[src/rtl/mc_ctrl_fsm_pkg.sv]
`default_nettype none
// +--------------------------------------------------------------------------+
// | Module  : mc_ctrl_fsm_pkg                                                |
// | Purpose : Shared encodings for the multi-cycle MIPS control sequencer:   |
// |           opcodes, state codes, datapath mux encodings and the bundle    |
// |           of control outputs.                                            |
// | Ports   : none (package)                                                 |
// | Rev     : 1.0  initial release                                           |
// +--------------------------------------------------------------------------+
package mc_ctrl_fsm_pkg;

   // Opcode field IR[31:26]
   localparam logic [5:0] OP_RTYPE = 6'b000000;
   localparam logic [5:0] OP_LW    = 6'b100011;
   localparam logic [5:0] OP_SW    = 6'b101011;
   localparam logic [5:0] OP_BEQ   = 6'b000100;
   localparam logic [5:0] OP_J     = 6'b000010;
   localparam logic [5:0] OP_ADDI  = 6'b001000;

   // ALU operation select
   localparam logic [1:0] ALU_OP_ADD   = 2'b00;
   localparam logic [1:0] ALU_OP_SUB   = 2'b01;
   localparam logic [1:0] ALU_OP_FUNCT = 2'b10;

   // ALU B operand select
   localparam logic [1:0] ALUSRCB_B      = 2'b00;
   localparam logic [1:0] ALUSRCB_FOUR   = 2'b01;
   localparam logic [1:0] ALUSRCB_IMM    = 2'b10;
   localparam logic [1:0] ALUSRCB_IMM_SH = 2'b11;

   // PC source select
   localparam logic [1:0] PCSRC_ALU    = 2'b00;
   localparam logic [1:0] PCSRC_ALUOUT = 2'b01;
   localparam logic [1:0] PCSRC_JUMP   = 2'b10;

   // Sequential state encoding, visible on state_o
   typedef enum logic [3:0] {
      S_IF  = 4'd0,
      S_ID  = 4'd1,
      S_EXR = 4'd2,
      S_EXI = 4'd3,
      S_EXM = 4'd4,
      S_EXB = 4'd5,
      S_EXJ = 4'd6,
      S_MRD = 4'd7,
      S_MWR = 4'd8,
      S_WBR = 4'd9,
      S_WBI = 4'd10,
      S_WBM = 4'd11
   } state_t;

   // All control outputs except the debug state code
   typedef struct packed {
      logic       mem_req;
      logic       mem_we;
      logic       iord;
      logic       pc_en;
      logic       ir_en;
      logic       mdr_en;
      logic       ab_en;
      logic       aluout_en;
      logic       rf_we;
      logic       reg_dst;
      logic       mem_to_reg;
      logic       alu_src_a;
      logic [1:0] alu_src_b;
      logic [1:0] alu_op;
      logic [1:0] pc_src;
      logic       illegal_op;
      logic       bus_err;
   } ctrl_t;

   // States that own an outstanding memory request
   function automatic logic is_wait_state(input state_t s);
      return (s == S_IF) || (s == S_MRD) || (s == S_MWR);
   endfunction

endpackage
`default_nettype wire

[src/rtl/mc_ctrl_fsm_if.sv]
`default_nettype none
// +--------------------------------------------------------------------------+
// | Module  : mc_ctrl_fsm_if                                                 |
// | Purpose : Bundle between the control sequencer and the datapath/memory.  |
// | Ports   : master (sequencer) - in  opcode, zero, mem_ack                 |
// |                                out mem_req, mem_we, iord, register       |
// |                                    enables, rf_we, mux selects,          |
// |                                    illegal_op, bus_err, state_o          |
// |           slave (datapath)   - mirror of master                          |
// | Rev     : 1.0  initial release                                           |
// +--------------------------------------------------------------------------+
interface mc_ctrl_fsm_if;
   logic [5:0] opcode;
   logic       zero;
   logic       mem_ack;
   logic       mem_req;
   logic       mem_we;
   logic       iord;
   logic       pc_en;
   logic       ir_en;
   logic       mdr_en;
   logic       ab_en;
   logic       aluout_en;
   logic       rf_we;
   logic       reg_dst;
   logic       mem_to_reg;
   logic       alu_src_a;
   logic [1:0] alu_src_b;
   logic [1:0] alu_op;
   logic [1:0] pc_src;
   logic       illegal_op;
   logic       bus_err;
   logic [3:0] state_o;

   modport master (
      input  opcode, zero, mem_ack,
      output mem_req, mem_we, iord, pc_en, ir_en, mdr_en, ab_en, aluout_en,
             rf_we, reg_dst, mem_to_reg, alu_src_a, alu_src_b, alu_op, pc_src,
             illegal_op, bus_err, state_o
   );

   modport slave (
      output opcode, zero, mem_ack,
      input  mem_req, mem_we, iord, pc_en, ir_en, mdr_en, ab_en, aluout_en,
             rf_we, reg_dst, mem_to_reg, alu_src_a, alu_src_b, alu_op, pc_src,
             illegal_op, bus_err, state_o
   );
endinterface
`default_nettype wire

[src/rtl/mc_ctrl_fsm_mem_wait.sv]
`default_nettype none
// +--------------------------------------------------------------------------+
// | Module  : mc_mem_wait                                                    |
// | Purpose : Memory wait timer. Counts cycles spent waiting for mem_ack and |
// |           qualifies ack/timeout against the wait condition.              |
// | Ports   : clk, rst_n      clock, async active-low reset                  |
// |           wait_i          sequencer is in a memory wait state            |
// |           ack_i           raw memory acknowledge                         |
// |           ack_o           ack accepted in a wait state                   |
// |           tmo_o           last allowed cycle elapsed without ack         |
// | Rev     : 1.0  initial release                                           |
// +--------------------------------------------------------------------------+
module mc_mem_wait #(
   parameter int TIMEOUT_CYC = 255,
   parameter int TW          = 8
) (
   input  logic clk,
   input  logic rst_n,
   input  logic wait_i,
   input  logic ack_i,
   output logic ack_o,
   output logic tmo_o
);

   localparam logic [TW-1:0] C_LAST = TW'(TIMEOUT_CYC - 1);

   logic [TW-1:0] cnt_q, cnt_d;

   // Ack takes priority: a timeout is only flagged when no ack is present.
   // The counter returns to 0 whenever the wait ends (ack, timeout or not
   // waiting), so every entry into a wait state starts from zero, including
   // the IF -> IF retry after a timeout.
   always_comb begin
      ack_o = wait_i & ack_i;
      tmo_o = wait_i & ~ack_i & (cnt_q == C_LAST);
      cnt_d = '0;
      if (wait_i && !ack_i && !tmo_o) begin
         cnt_d = cnt_q + 1'b1;
      end
   end

   always_ff @(posedge clk or negedge rst_n) begin
      if (!rst_n) begin
         cnt_q <= '0;
      end else begin
         cnt_q <= cnt_d;
      end
   end

endmodule
`default_nettype wire

[src/rtl/mc_ctrl_fsm.sv]
`default_nettype none
// +--------------------------------------------------------------------------+
// | Module  : mc_ctrl_fsm                                                    |
// | Purpose : Multi-cycle control sequencer for the MIPS core. Drives the    |
// |           register enables, register-file write strobe, datapath mux     |
// |           selects and the single req/ack memory port.                    |
// | Ports   : clk    rising-edge clock                                       |
// |           rst_n  asynchronous active-low reset                           |
// |           bus    mc_ctrl_fsm_if.master (decoder/ALU inputs, memory       |
// |                  handshake, all control outputs, state_o)                |
// | Rev     : 1.0  initial release                                           |
// +--------------------------------------------------------------------------+
module mc_ctrl_fsm
   import mc_ctrl_fsm_pkg::*;
#(
   parameter int TIMEOUT_CYC = 255,
   parameter int TW          = 8
) (
   input  logic            clk,
   input  logic            rst_n,
   mc_ctrl_fsm_if.master   bus
);

   state_t state_q, state_d;
   ctrl_t  w_ctrl;
   ctrl_t  w_ctrl_out;
   logic   w_wait;
   logic   w_ack;
   logic   w_tmo;

   assign w_wait = is_wait_state(state_q);

   mc_mem_wait #(
      .TIMEOUT_CYC (TIMEOUT_CYC),
      .TW          (TW)
   ) u_mem_wait (
      .clk    (clk),
      .rst_n  (rst_n),
      .wait_i (w_wait),
      .ack_i  (bus.mem_ack),
      .ack_o  (w_ack),
      .tmo_o  (w_tmo)
   );

   always_ff @(posedge clk or negedge rst_n) begin
      if (!rst_n) begin
         state_q <= S_IF;
      end else begin
         state_q <= state_d;
      end
   end

   // Moore decode from state_q; pc_en/ir_en in IF and mdr_en in MRD follow
   // the qualified ack in the same cycle.
   always_comb begin
      state_d = state_q;
      w_ctrl  = '0;
      case (state_q)
         S_IF: begin
            w_ctrl.mem_req   = 1'b1;
            w_ctrl.alu_src_b = ALUSRCB_FOUR;
            w_ctrl.alu_op    = ALU_OP_ADD;
            w_ctrl.pc_src    = PCSRC_ALU;
            if (w_ack) begin
               w_ctrl.pc_en = 1'b1;
               w_ctrl.ir_en = 1'b1;
               state_d      = S_ID;
            end else if (w_tmo) begin
               // Retry the fetch from the same, unadvanced PC
               w_ctrl.bus_err = 1'b1;
               state_d        = S_IF;
            end
         end
         S_ID: begin
            w_ctrl.ab_en     = 1'b1;
            w_ctrl.aluout_en = 1'b1;
            w_ctrl.alu_src_b = ALUSRCB_IMM_SH;
            w_ctrl.alu_op    = ALU_OP_ADD;
            case (bus.opcode)
               OP_RTYPE:      state_d = S_EXR;
               OP_LW, OP_SW:  state_d = S_EXM;
               OP_BEQ:        state_d = S_EXB;
               OP_J:          state_d = S_EXJ;
               OP_ADDI:       state_d = S_EXI;
               default: begin
                  w_ctrl.illegal_op = 1'b1;
                  state_d           = S_IF;
               end
            endcase
         end
         S_EXR: begin
            w_ctrl.alu_src_a = 1'b1;
            w_ctrl.alu_src_b = ALUSRCB_B;
            w_ctrl.alu_op    = ALU_OP_FUNCT;
            w_ctrl.aluout_en = 1'b1;
            state_d          = S_WBR;
         end
         S_EXI, S_EXM: begin
            w_ctrl.alu_src_a = 1'b1;
            w_ctrl.alu_src_b = ALUSRCB_IMM;
            w_ctrl.alu_op    = ALU_OP_ADD;
            w_ctrl.aluout_en = 1'b1;
            if (state_q == S_EXI) begin
               state_d = S_WBI;
            end else if (bus.opcode == OP_LW) begin
               state_d = S_MRD;
            end else begin
               state_d = S_MWR;
            end
         end
         S_EXB: begin
            w_ctrl.alu_src_a = 1'b1;
            w_ctrl.alu_src_b = ALUSRCB_B;
            w_ctrl.alu_op    = ALU_OP_SUB;
            w_ctrl.pc_src    = PCSRC_ALUOUT;
            w_ctrl.pc_en     = bus.zero;
            state_d          = S_IF;
         end
         S_EXJ: begin
            w_ctrl.pc_src = PCSRC_JUMP;
            w_ctrl.pc_en  = 1'b1;
            state_d       = S_IF;
         end
         S_MRD: begin
            w_ctrl.mem_req = 1'b1;
            w_ctrl.iord    = 1'b1;
            if (w_ack) begin
               w_ctrl.mdr_en = 1'b1;
               state_d       = S_WBM;
            end else if (w_tmo) begin
               w_ctrl.bus_err = 1'b1;
               state_d        = S_IF;
            end
         end
         S_MWR: begin
            w_ctrl.mem_req = 1'b1;
            w_ctrl.mem_we  = 1'b1;
            w_ctrl.iord    = 1'b1;
            if (w_ack) begin
               state_d = S_IF;
            end else if (w_tmo) begin
               w_ctrl.bus_err = 1'b1;
               state_d        = S_IF;
            end
         end
         S_WBR: begin
            w_ctrl.rf_we   = 1'b1;
            w_ctrl.reg_dst = 1'b1;
            state_d        = S_IF;
         end
         S_WBI: begin
            w_ctrl.rf_we = 1'b1;
            state_d      = S_IF;
         end
         S_WBM: begin
            w_ctrl.rf_we      = 1'b1;
            w_ctrl.mem_to_reg = 1'b1;
            state_d           = S_IF;
         end
         default: begin
            state_d = S_IF;
         end
      endcase
   end

   // While reset is asserted the state register already reads IF, which
   // would request memory; force every control low so an in-flight request
   // drops immediately, without waiting for a clock edge.
   assign w_ctrl_out = rst_n ? w_ctrl : '0;

   assign bus.mem_req    = w_ctrl_out.mem_req;
   assign bus.mem_we     = w_ctrl_out.mem_we;
   assign bus.iord       = w_ctrl_out.iord;
   assign bus.pc_en      = w_ctrl_out.pc_en;
   assign bus.ir_en      = w_ctrl_out.ir_en;
   assign bus.mdr_en     = w_ctrl_out.mdr_en;
   assign bus.ab_en      = w_ctrl_out.ab_en;
   assign bus.aluout_en  = w_ctrl_out.aluout_en;
   assign bus.rf_we      = w_ctrl_out.rf_we;
   assign bus.reg_dst    = w_ctrl_out.reg_dst;
   assign bus.mem_to_reg = w_ctrl_out.mem_to_reg;
   assign bus.alu_src_a  = w_ctrl_out.alu_src_a;
   assign bus.alu_src_b  = w_ctrl_out.alu_src_b;
   assign bus.alu_op     = w_ctrl_out.alu_op;
   assign bus.pc_src     = w_ctrl_out.pc_src;
   assign bus.illegal_op = w_ctrl_out.illegal_op;
   assign bus.bus_err    = w_ctrl_out.bus_err;
   assign bus.state_o    = state_q;

endmodule
`default_nettype wire

[src/flat_wrapper.sv]
// flat-port wrapper written by rule: the top's interface ports become plain ports
module mc_ctrl_fsm_flat import mc_ctrl_fsm_pkg::*;
#(
   parameter int TIMEOUT_CYC = 255,
   parameter int TW          = 8
)
  (clk, rst_n, bus_opcode, bus_zero, bus_mem_ack, bus_mem_req, bus_mem_we, bus_iord, bus_pc_en, bus_ir_en, bus_mdr_en, bus_ab_en, bus_aluout_en, bus_rf_we, bus_reg_dst, bus_mem_to_reg, bus_alu_src_a, bus_alu_src_b, bus_alu_op, bus_pc_src, bus_illegal_op, bus_bus_err, bus_state_o);
  mc_ctrl_fsm_if bus_i ();
  input  logic clk;
  input  logic rst_n;
  input wire logic [$bits(bus_i.opcode)-1:0] bus_opcode;
  input wire logic [$bits(bus_i.zero)-1:0] bus_zero;
  input wire logic [$bits(bus_i.mem_ack)-1:0] bus_mem_ack;
  output wire logic [$bits(bus_i.mem_req)-1:0] bus_mem_req;
  output wire logic [$bits(bus_i.mem_we)-1:0] bus_mem_we;
  output wire logic [$bits(bus_i.iord)-1:0] bus_iord;
  output wire logic [$bits(bus_i.pc_en)-1:0] bus_pc_en;
  output wire logic [$bits(bus_i.ir_en)-1:0] bus_ir_en;
  output wire logic [$bits(bus_i.mdr_en)-1:0] bus_mdr_en;
  output wire logic [$bits(bus_i.ab_en)-1:0] bus_ab_en;
  output wire logic [$bits(bus_i.aluout_en)-1:0] bus_aluout_en;
  output wire logic [$bits(bus_i.rf_we)-1:0] bus_rf_we;
  output wire logic [$bits(bus_i.reg_dst)-1:0] bus_reg_dst;
  output wire logic [$bits(bus_i.mem_to_reg)-1:0] bus_mem_to_reg;
  output wire logic [$bits(bus_i.alu_src_a)-1:0] bus_alu_src_a;
  output wire logic [$bits(bus_i.alu_src_b)-1:0] bus_alu_src_b;
  output wire logic [$bits(bus_i.alu_op)-1:0] bus_alu_op;
  output wire logic [$bits(bus_i.pc_src)-1:0] bus_pc_src;
  output wire logic [$bits(bus_i.illegal_op)-1:0] bus_illegal_op;
  output wire logic [$bits(bus_i.bus_err)-1:0] bus_bus_err;
  output wire logic [$bits(bus_i.state_o)-1:0] bus_state_o;
  assign bus_i.opcode = bus_opcode;
  assign bus_i.zero = bus_zero;
  assign bus_i.mem_ack = bus_mem_ack;
  assign bus_mem_req = bus_i.mem_req;
  assign bus_mem_we = bus_i.mem_we;
  assign bus_iord = bus_i.iord;
  assign bus_pc_en = bus_i.pc_en;
  assign bus_ir_en = bus_i.ir_en;
  assign bus_mdr_en = bus_i.mdr_en;
  assign bus_ab_en = bus_i.ab_en;
  assign bus_aluout_en = bus_i.aluout_en;
  assign bus_rf_we = bus_i.rf_we;
  assign bus_reg_dst = bus_i.reg_dst;
  assign bus_mem_to_reg = bus_i.mem_to_reg;
  assign bus_alu_src_a = bus_i.alu_src_a;
  assign bus_alu_src_b = bus_i.alu_src_b;
  assign bus_alu_op = bus_i.alu_op;
  assign bus_pc_src = bus_i.pc_src;
  assign bus_illegal_op = bus_i.illegal_op;
  assign bus_bus_err = bus_i.bus_err;
  assign bus_state_o = bus_i.state_o;
  mc_ctrl_fsm #(.TIMEOUT_CYC(TIMEOUT_CYC), .TW(TW)) u_core (.clk(clk), .rst_n(rst_n), .bus(bus_i));
endmodule
[config.mk]
export PLATFORM = sky130hd
export DESIGN_NAME = mc_ctrl_fsm_flat
export DESIGN_NICKNAME = d
export VERILOG_FILES = /design/src/rtl/mc_ctrl_fsm_pkg.sv /design/src/rtl/mc_ctrl_fsm_if.sv /design/src/rtl/mc_ctrl_fsm_mem_wait.sv /design/src/rtl/mc_ctrl_fsm.sv /design/src/flat_wrapper.sv
export SDC_FILE = /design/constraint.sdc
export NUM_CORES = 1
export LEC_CHECK = 0
export CAP_MARGIN = 20
export CORE_MARGIN = 2
export CORE_UTILIZATION = 40
export CTS_BUF_LIST = sky130_fd_sc_hd__clkbuf_4 sky130_fd_sc_hd__clkbuf_8
export CTS_CLUSTER_SIZE = 25
export DETAILED_ROUTE_END_ITERATION = 8
export PLACE_DENSITY = 0.73
export SLEW_MARGIN = 20
export SYNTH_ARGS = -nofsm -noshare
export SYNTH_HDL_FRONTEND = slang
export SYNTH_SLANG_ARGS = --single-unit
export TNS_END_PERCENT = 1
[constraint.sdc]
create_clock -name clk -period 4 [get_ports clk]
set_clock_uncertainty 0.1 [all_clocks]
set_input_delay 0.6 -clock clk [delete_from_list [all_inputs] [get_ports clk]]
set_output_delay 0.6 -clock clk [all_outputs]
set_load 0.05 [all_outputs]
==> flow_metrics.tcl, run 1 <==
set metrics [dict create \
    path_class "primary input to primary output" \
    cap_violations 0 \
    cts_setup_buffers 0 \
    critPathRequiredTime_ns 3.30 \
    tritoncts "done" \
    finish.utilization_pct 58.5 \
    critPathSlowestCell "clkdlybuf4s50_1" \
    via_per_inst 5.13 \
    clockRootBuffer "clkbuf_4" \
    gp_congestion 0.787 \
    ir_drop_mv 0.320 \
    fp.dieW_um 51.9 \
    path_common_cell "clkdlybuf4s50_1" \
    drtIter0Drc 13 \
    syn_nets 127 \
    cp-end-kind "primary output" \
    ys_async_sr_fraction_pct 100 \
    final_common_cell "clkdlybuf4s50_1" \
    cts_hold_buffers 0 \
    yosysSeqAreaShare_pct 32.8 \
    clkTransAtPathRegs_ns 0.07 \
    grt_max_degree 17 \
    grt_first_pass_wirelength_mm 3.53 \
    worstPathArrival_ns 2.61 \
    ant_nets 0 \
    place_worst_setup_slack_ns 0.657 \
    core.rowCount 17 \
    tns_ns 0 \
    num_vias 902 \
    firstDrtPassIters 4 \
    fin_crit_sh_pct 82.8 \
    tightest_slew_ns 0.509 \
    rsz0062_at_grt "false" \
    power_leakage_nw 0.489 \
    clk_latency_ns 0.27 \
    port_buffers 33 \
    cts_sinks 12 \
    cp_cell_sequence "clkdlybuf4s50_1 > nand3b_1 > nor2_1 > nand2_1 > o31ai_1 > clkdlybuf4s50_1" \
    ys_types 37 \
    setup_viol 0 \
    powerDensity_mw_per_mm2 457 \
    ys_warn_count 0 \
    start_util_pct 41.8 \
    synthToLayoutAreaGrowth_pct 40.0 \
    antenna_found_initial 0 \
    max_slew_margin_pct 66.0 \
    grt_pass1_vias 795 \
    wire_per_inst_um 12.0 \
    drt_wl_total_mm 2.11 \
    numCtsBuffers 3 \
    clock_path_buffers 2 \
    worstSetupStartpointType "primary input" \
    drive_gt1_share_pct 6.08 \
    synth-edff-count 0 \
    drc 0 \
    gr-total-overflow 0 \
    stdcell_count 176 \
    grtUsageTotal_pct 17.4 \
    final_nets 161 \
    dieArea_mm2 0.00269 \
    synth_area_um2 916 \
    power_w 0.000586 \
    yosys_register_bits 12 \
    dp_cells 172 \
    hold_viol_final 0 \
    fmaxAchievable_mhz 302 \
    ys.flop_type "dfrtp_1" \
    fin_ws_ns 0.689 \
    slew_viol_final 0 \
    cts.repair.resized 0 \
    pin_count 34 \
    fill_cells 192 \
    hpwlAfterDp_mm 1.68 \
    syn_area_per_cell_um2 7.96 \
    antenna_cells 0 \
    core_mm2 0.00219 \
    cp_max_fo 10 \
    htreeDepth 1 \
    hp-class "flip-flop to flip-flop" \
    max_stage_delay_ns 0.83 \
    syn_inst 115 \
    outcome "finished clean" \
    layout_min_cycle_time_ns 3.31 \
    final_cell_mix "clkdlybuf4s50_1, nor2_1, dfrtp_1, nand2_1, nor3_1" \
    die_h_um 51.9 \
]
[final timing paths]
check | from | end | slack [ns] | cells after the start
hold reg to reg | u_core.u_mem_wait.cnt_q[0] | u_core.u_mem_wait.cnt_q[0] | 0.42 | 1
max in group asynchronous | rst_n | u_core.u_mem_wait.cnt_q[1] | 2.84 | 2
hold / removal | u_core.u_mem_wait.cnt_q[0] | u_core.u_mem_wait.cnt_q[0] | 0.42 | 1
min in group asynchronous | rst_n | u_core.bus.state_o[3] | 0.50 | 1
setup / recovery | rst_n | bus_pc_en | 0.69 | 6
setup reg to reg | u_core.bus.state_o[1] | u_core.bus.state_o[3] | 2.17 | 4
[layout make-up]
cell class / instances / area, µm² / area share, %
Timing Repair Buffer: 34 / 338 / 26.3
Inverter: 3 / 11.3 / 0.878
Multi-Input combinational cell: 95 / 562 / 43.8
Clock buffer: 4 / 36.3 / 2.83
Sequential cell: 12 / 300 / 23.4
Tap cell: 28 / 35.0 / 2.73
[logic make-up after synthesis]
family	count (synthesis)	synth area share [%]
compound gates	15	11.1
xor+xnor	8	7.65
fa+ha+maj	2	2.73
buf+inv	8	5.87
flops	12	32.8
mux	1	1.09
simple gates	69	38.8
[per-stage QoR]
stage               instance area [µm²]  hold WS, ns
floorplan                           916        0.204
global placement                   1250        0.400
detailed placement                 1250        0.417
CTS                                1280        0.426
global route                       1280        0.453
finish                             1280        0.422
[per-layer routing]
metal / vias to the layer above / wire, µm / track usage [%]
met4: 0 / 10 / 3.95
met2: 17 / 981 / 26.6
met5: - / 0 / 0
met1: 410 / 1030 / 23.9
met3: 2 / 92 / 5.75
li1: 473 / - / -
[critical path: cells and delay by family]
family / cells / cell delay (ns)
buf+inv: 2 / 1.51
simple gates: 3 / 0.43
compound gates: 1 / 0.06
[synth_stat cells, types with 3 or more instances]
master	number	area (µm²)
buf_6	3	33.8
a21oi_1	5	25.0
xnor2_1	5	43.8
nor2_1	23	86.3
nand2_1	10	37.5
inv_1	3	11.3
nand3_1	7	35.0
nand2b_1	3	18.8
dfrtp_1	12	300
nor3_1	8	40.0
xor2_1	3	26.3
[flip-flops by register name, indices dropped and copies added (netlist names)]
signal	count
u_core.bus.state_o	4
u_core.u_mem_wait.cnt_q	8
[power breakdown]
group	switching (W)	internal (W)
sequential	0.0000407	0.000136
combinational	0.000206	0.000111
clock	0.0000375	0.0000553
Note: power is estimated with default switching activity, not from simulation.
==> run 2: changes to the inputs <==
clock period = 3.4 ns   (was 4 ns; I/O delays follow)
==> flow_metrics.tcl, run 2 (synthesis results as in run 1) <==
set metrics [dict create \
    outcome "finished clean" \
    regArea_um2 300 \
    tightest_slew_ns 0.492 \
    drt_wl_total_mm 2.20 \
    final_common_cell "nor2_1" \
    worstPathArrival_ns 2.23 \
    wl_met2_mm 1.05 \
    ir_drop_mv 0.302 \
    clock_path_buffers 2 \
    drc 0 \
    met3_length_um 106 \
    dp_cells 172 \
    firstDrtPassIters 4 \
    hpwlAfterDp_mm 1.67 \
    max_slew_margin_pct 66.9 \
    stdcell_count 176 \
    clk_latency_ns 0.28 \
    via_per_inst 5.24 \
    fin_crit_sh_pct 83.6 \
    cp_max_fo 16 \
    layout_min_cycle_time_ns 2.84 \
    start_util_pct 41.8 \
    rsz0062_at_grt "false" \
    cts_hold_buffers 0 \
    wl_met1_mm 1.03 \
    hold_viol_final 0 \
    num_vias 922 \
    critPathRequiredTime_ns 2.79 \
    cp-end-kind "primary output" \
    dieArea_mm2 0.00269 \
    wire_per_inst_um 12.5 \
    final_cell_mix "nor2_1, buf_4, clkdlybuf4s50_1, dfrtp_1, nand2_1" \
    antenna_cells 0 \
    synthToLayoutAreaGrowth_pct 39.5 \
    grtUsageTotal_pct 18.2 \
    slew_viol_final 0 \
    power_leakage_nw 0.535 \
    port_buffers 33 \
    grt_first_pass_wirelength_mm 3.68 \
    setup_viol 0 \
    numCtsBuffers 3 \
    fmaxAchievable_mhz 352 \
    max_stage_delay_ns 0.79 \
    ant_nets 0 \
    fin_hold_ws_ns 0.372 \
    multi_input_area_um2 567 \
    drtIter0Drc 20 \
    fill_cells 202 \
    r2r_slack_ns 1.52 \
    highest_layer "met4" \
    cap_violations 0 \
    cts_sinks 12 \
    pin_count 34 \
    final_nets 161 \
    drive_gt1_share_pct 19.6 \
    gr-total-overflow 0 \
    max_flop_register "u_core.u_mem_wait.cnt_q" \
    fp.dieW_um 51.9 \
    gp_congestion 0.757 \
    tns_ns 0 \
    core_mm2 0.00219 \
    hp-class "primary input to asynchronous set/reset pin" \
    grt_max_degree 17 \
    cts.repair.resized 0 \
    critPathSlowestCell "clkdlybuf4s50_1" \
    core.rowCount 17 \
    clockRootBuffer "clkbuf_4" \
    largest_reg_flops 8 \
    post-route-cell-area_mm2 0.00128 \
    die_h_um 51.9 \
    post_dp_cell_area_mm2 0.00124 \
    grt_pass1_vias 792 \
    cp_cell_sequence "and4b_1 > o21a_1 > clkdlybuf4s50_1" \
    tritoncts "done" \
    powerDensity_mw_per_mm2 552 \
    finish.utilization_pct 58.3 \
    clkTransAtPathRegs_ns 0.07 \
    cts_setup_buffers 0 \
    path_class "flip-flop to primary output" \
    antenna_found_initial 0 \
    worstSetupStartpointType "flip-flop" \
    htreeDepth 1 \
]
==> run 2: cell types whose count changed in the layout (fill, tap and decap cells not counted), sizes merged <==
cell	delta
clkdlybuf4s50	-19
buf	+19
==> run 2: critical path: cells and delay by family (launching register included) <==
| family | cells | cell delay [ns] |
|---|---|---|
| AO/OA/AOI/OAI | 1 | 0.15 |
| AND/OR/NAND/NOR | 1 | 0.36 |
| flip-flops | 1 | 0.66 |
| buffers and inverters | 1 | 0.79 |
==> run 2: cell type report <==
class	instances	area share [%]
Timing Repair Buffer	34	25.7
Sequential cell	12	23.5
Multi-Input combinational cell	95	44.4
Clock buffer	4	2.84
Tap cell	28	2.74
Inverter	3	0.881
==> run 2: path summary, 6_finish.rpt <==
check                                      startpoint                          to  cells after the start
setup / recovery                u_core.bus.state_o[1]                    bus_iord                      3
hold / removal                                  rst_n       u_core.bus.state_o[0]                      1
setup reg to reg                u_core.bus.state_o[1]       u_core.bus.state_o[3]                      4
hold reg to reg            u_core.u_mem_wait.cnt_q[0]  u_core.u_mem_wait.cnt_q[0]                      1
max in group asynchronous                       rst_n  u_core.u_mem_wait.cnt_q[5]                      2
min in group clk           u_core.u_mem_wait.cnt_q[0]  u_core.u_mem_wait.cnt_q[0]                      1
==> run 2: where the power goes <==
part,leakage (nW),internal [W],switching (W)
clock network,0.0210,0.0000652,0.0000466
logic,0.350,0.000139,0.000248
registers,0.164,0.000160,0.0000471
total,0.535,0.000364,0.000342
==> run 2: per-stage QoR <==
step | setup slack (ns) | power, W
after floorplan | 0.209 | 0.000471
after global placement | 0.689 | 0.000593
after detailed placement | 0.673 | 0.000597
after CTS | 0.539 | 0.000711
after global routing | 0.431 | 0.000747
final | 0.556 | 0.000706
==> run 2: metal layers <==
layer / vias up / global-route usage [%]
li1: 469 / -
met1: 424 / 25.2
met2: 25 / 27.6
met3: 4 / 5.17
met4: 0 / 5.26
met5: - / 0
==> run 3: changes to the inputs <==
clock period = 2.9 ns   (was 3.4 ns; I/O delays follow)
==> flow_metrics.tcl, run 3 (synthesis results as in run 1) <==
set metrics [dict create \
    drc 0 \
    powerDensity_mw_per_mm2 614 \
    largest_reg_flops 8 \
    grt_pass1_vias 942 \
    final_common_cell "nor2_1" \
    fin_hold_ws_ns 0.406 \
    die_h_um 51.9 \
    layout_min_cycle_time_ns 2.62 \
    gr-total-overflow 0 \
    power_leakage_nw 0.587 \
    seq_power_share_pct 26.7 \
    hold_viol_final 0 \
    max_slew_margin_pct 64.9 \
    dieArea_mm2 0.00269 \
    cts_sinks 12 \
    grtUsageTotal_pct 21.8 \
    core.rowCount 17 \
    tightest_slew_ns 0.527 \
    cp-end-kind "primary output" \
    drtIter0Drc 15 \
    tritoncts "done" \
    drive_gt1_share_pct 20.3 \
    num_vias 976 \
    via_per_inst 5.55 \
    ir_drop_mv 0.464 \
    ant_nets 0 \
    rr_worst_depth 4 \
    combPwrFrac_pct 58.8 \
    hold_depth 1 \
    worstSetupStartpointType "flip-flop" \
    wire_per_inst_um 14.6 \
    fin_ws_ns 0.281 \
    path_class "flip-flop to primary output" \
    cts_hold_buffers 0 \
    synthToLayoutAreaGrowth_pct 62.4 \
    cts_setup_buffers 0 \
    start_util_pct 41.8 \
    fp.dieW_um 51.9 \
    htreeDepth 1 \
    cap_violations 0 \
    fin_crit_sh_pct 90.3 \
    cp_max_fo 16 \
    port_buffers 33 \
    antenna_cells 0 \
    clkTransAtPathRegs_ns 0.08 \
    internal_power_w 0.000490 \
    hpwlAfterDp_mm 2.04 \
    sw_frac_of_total_pct 46.3 \
    gp_congestion 0.832 \
    final_cell_mix "nor2_1, buf_12, clkdlybuf4s50_1, dfrtp_1, nand2_1" \
    numCtsBuffers 3 \
    worstPathArrival_ns 2.08 \
    drt_wl_total_mm 2.57 \
    setup_viol 0 \
    hp-class "flip-flop to flip-flop" \
    slew_viol_final 0 \
    rsz0062_at_grt "false" \
    max_flop_register "u_core.u_mem_wait.cnt_q" \
    post-route-cell-area_mm2 0.00149 \
    tns_ns 0 \
    final_nets 161 \
    pwr-share-clk_pct 14.6 \
    clock_path_buffers 2 \
    post_dp_cell_area_mm2 0.00145 \
    fmaxAchievable_mhz 382 \
    clk_latency_ns 0.27 \
    place_worst_setup_slack_ns 0.330 \
    pin_count 34 \
    outcome "finished clean" \
    firstDrtPassIters 5 \
    grt_first_pass_wirelength_mm 4.38 \
    core_mm2 0.00219 \
    grt_max_degree 17 \
    cts.repair.resized 0 \
    p_switching_w 0.000423 \
    antenna_found_initial 0 \
    critPathRequiredTime_ns 2.37 \
    clockRootBuffer "clkbuf_4" \
]
==> run 3: changes by cell type in the layout (fill, tap and decap cells not counted) <==
cell             delta
buf_12             +17
buf_4              -16
clkdlybuf4s50_1     -1
==> run 3: path summary, 6_finish.rpt <==
check,startpoint,slack (ns),to
min in group asynchronous,rst_n,0.50,u_core.bus.state_o[0]
worst min-delay path,u_core.u_mem_wait.cnt_q[0],0.41,u_core.u_mem_wait.cnt_q[0]
worst min register to register,u_core.u_mem_wait.cnt_q[0],0.41,u_core.u_mem_wait.cnt_q[0]
worst max-delay path,u_core.bus.state_o[1],0.28,bus_bus_err
worst max register to register,u_core.bus.state_o[1],1.05,u_core.bus.state_o[3]
max in group asynchronous,rst_n,2.03,u_core.u_mem_wait.cnt_q[2]
==> run 3: final cells by class <==
| class | count | area [µm²] |
|---|---|---|
| repair buffers | 34 | 538 |
| fillers | 170 | 703 |
| inverters | 3 | 11.3 |
| multi-input cells | 95 | 567 |
| well taps | 28 | 35.0 |
| flip-flops and latches | 12 | 300 |
| clock buffers | 4 | 36.3 |
==> run 3: routing by layer <==
metal  vias up  track usage, %  share of wire (%)
met5         -               0                  0
met4         0            5.26               0.58
met3         4            4.31                4.2
met2        32            40.9                 56
met1       465            25.0                 39
li1        475               -                  -
==> run 3: power by group through the flow <==
stage / combinational, W / sequential (W) / clock (W)
final: 0.000537 / 0.000243 / 0.000133
after global routing: 0.000571 / 0.000250 / 0.000141
after detailed placement: 0.000538 / 0.000246 / 0
after global placement: 0.000532 / 0.000244 / 0
after CTS: 0.000539 / 0.000242 / 0.000136
after floorplan: 0.000296 / 0.000256 / 0
==> run 3: stage by stage <==
stage	cells	util [%]	power, W
after floorplan	115	-	0.000552
after global placement	172	66.2	0.000776
after detailed placement	172	66.2	0.000784
after CTS	176	67.9	0.000918
after global routing	176	67.9	0.000962
final	176	67.9	0.000913
==> run 3: critical path: stages, from the launching register on <==
cell and delay [ns]:
dfrtp_1 0.68, and4b_1 0.36, or2_2 0.16, and2_1 0.18, nor3b_2 0.26, buf_12 0.17
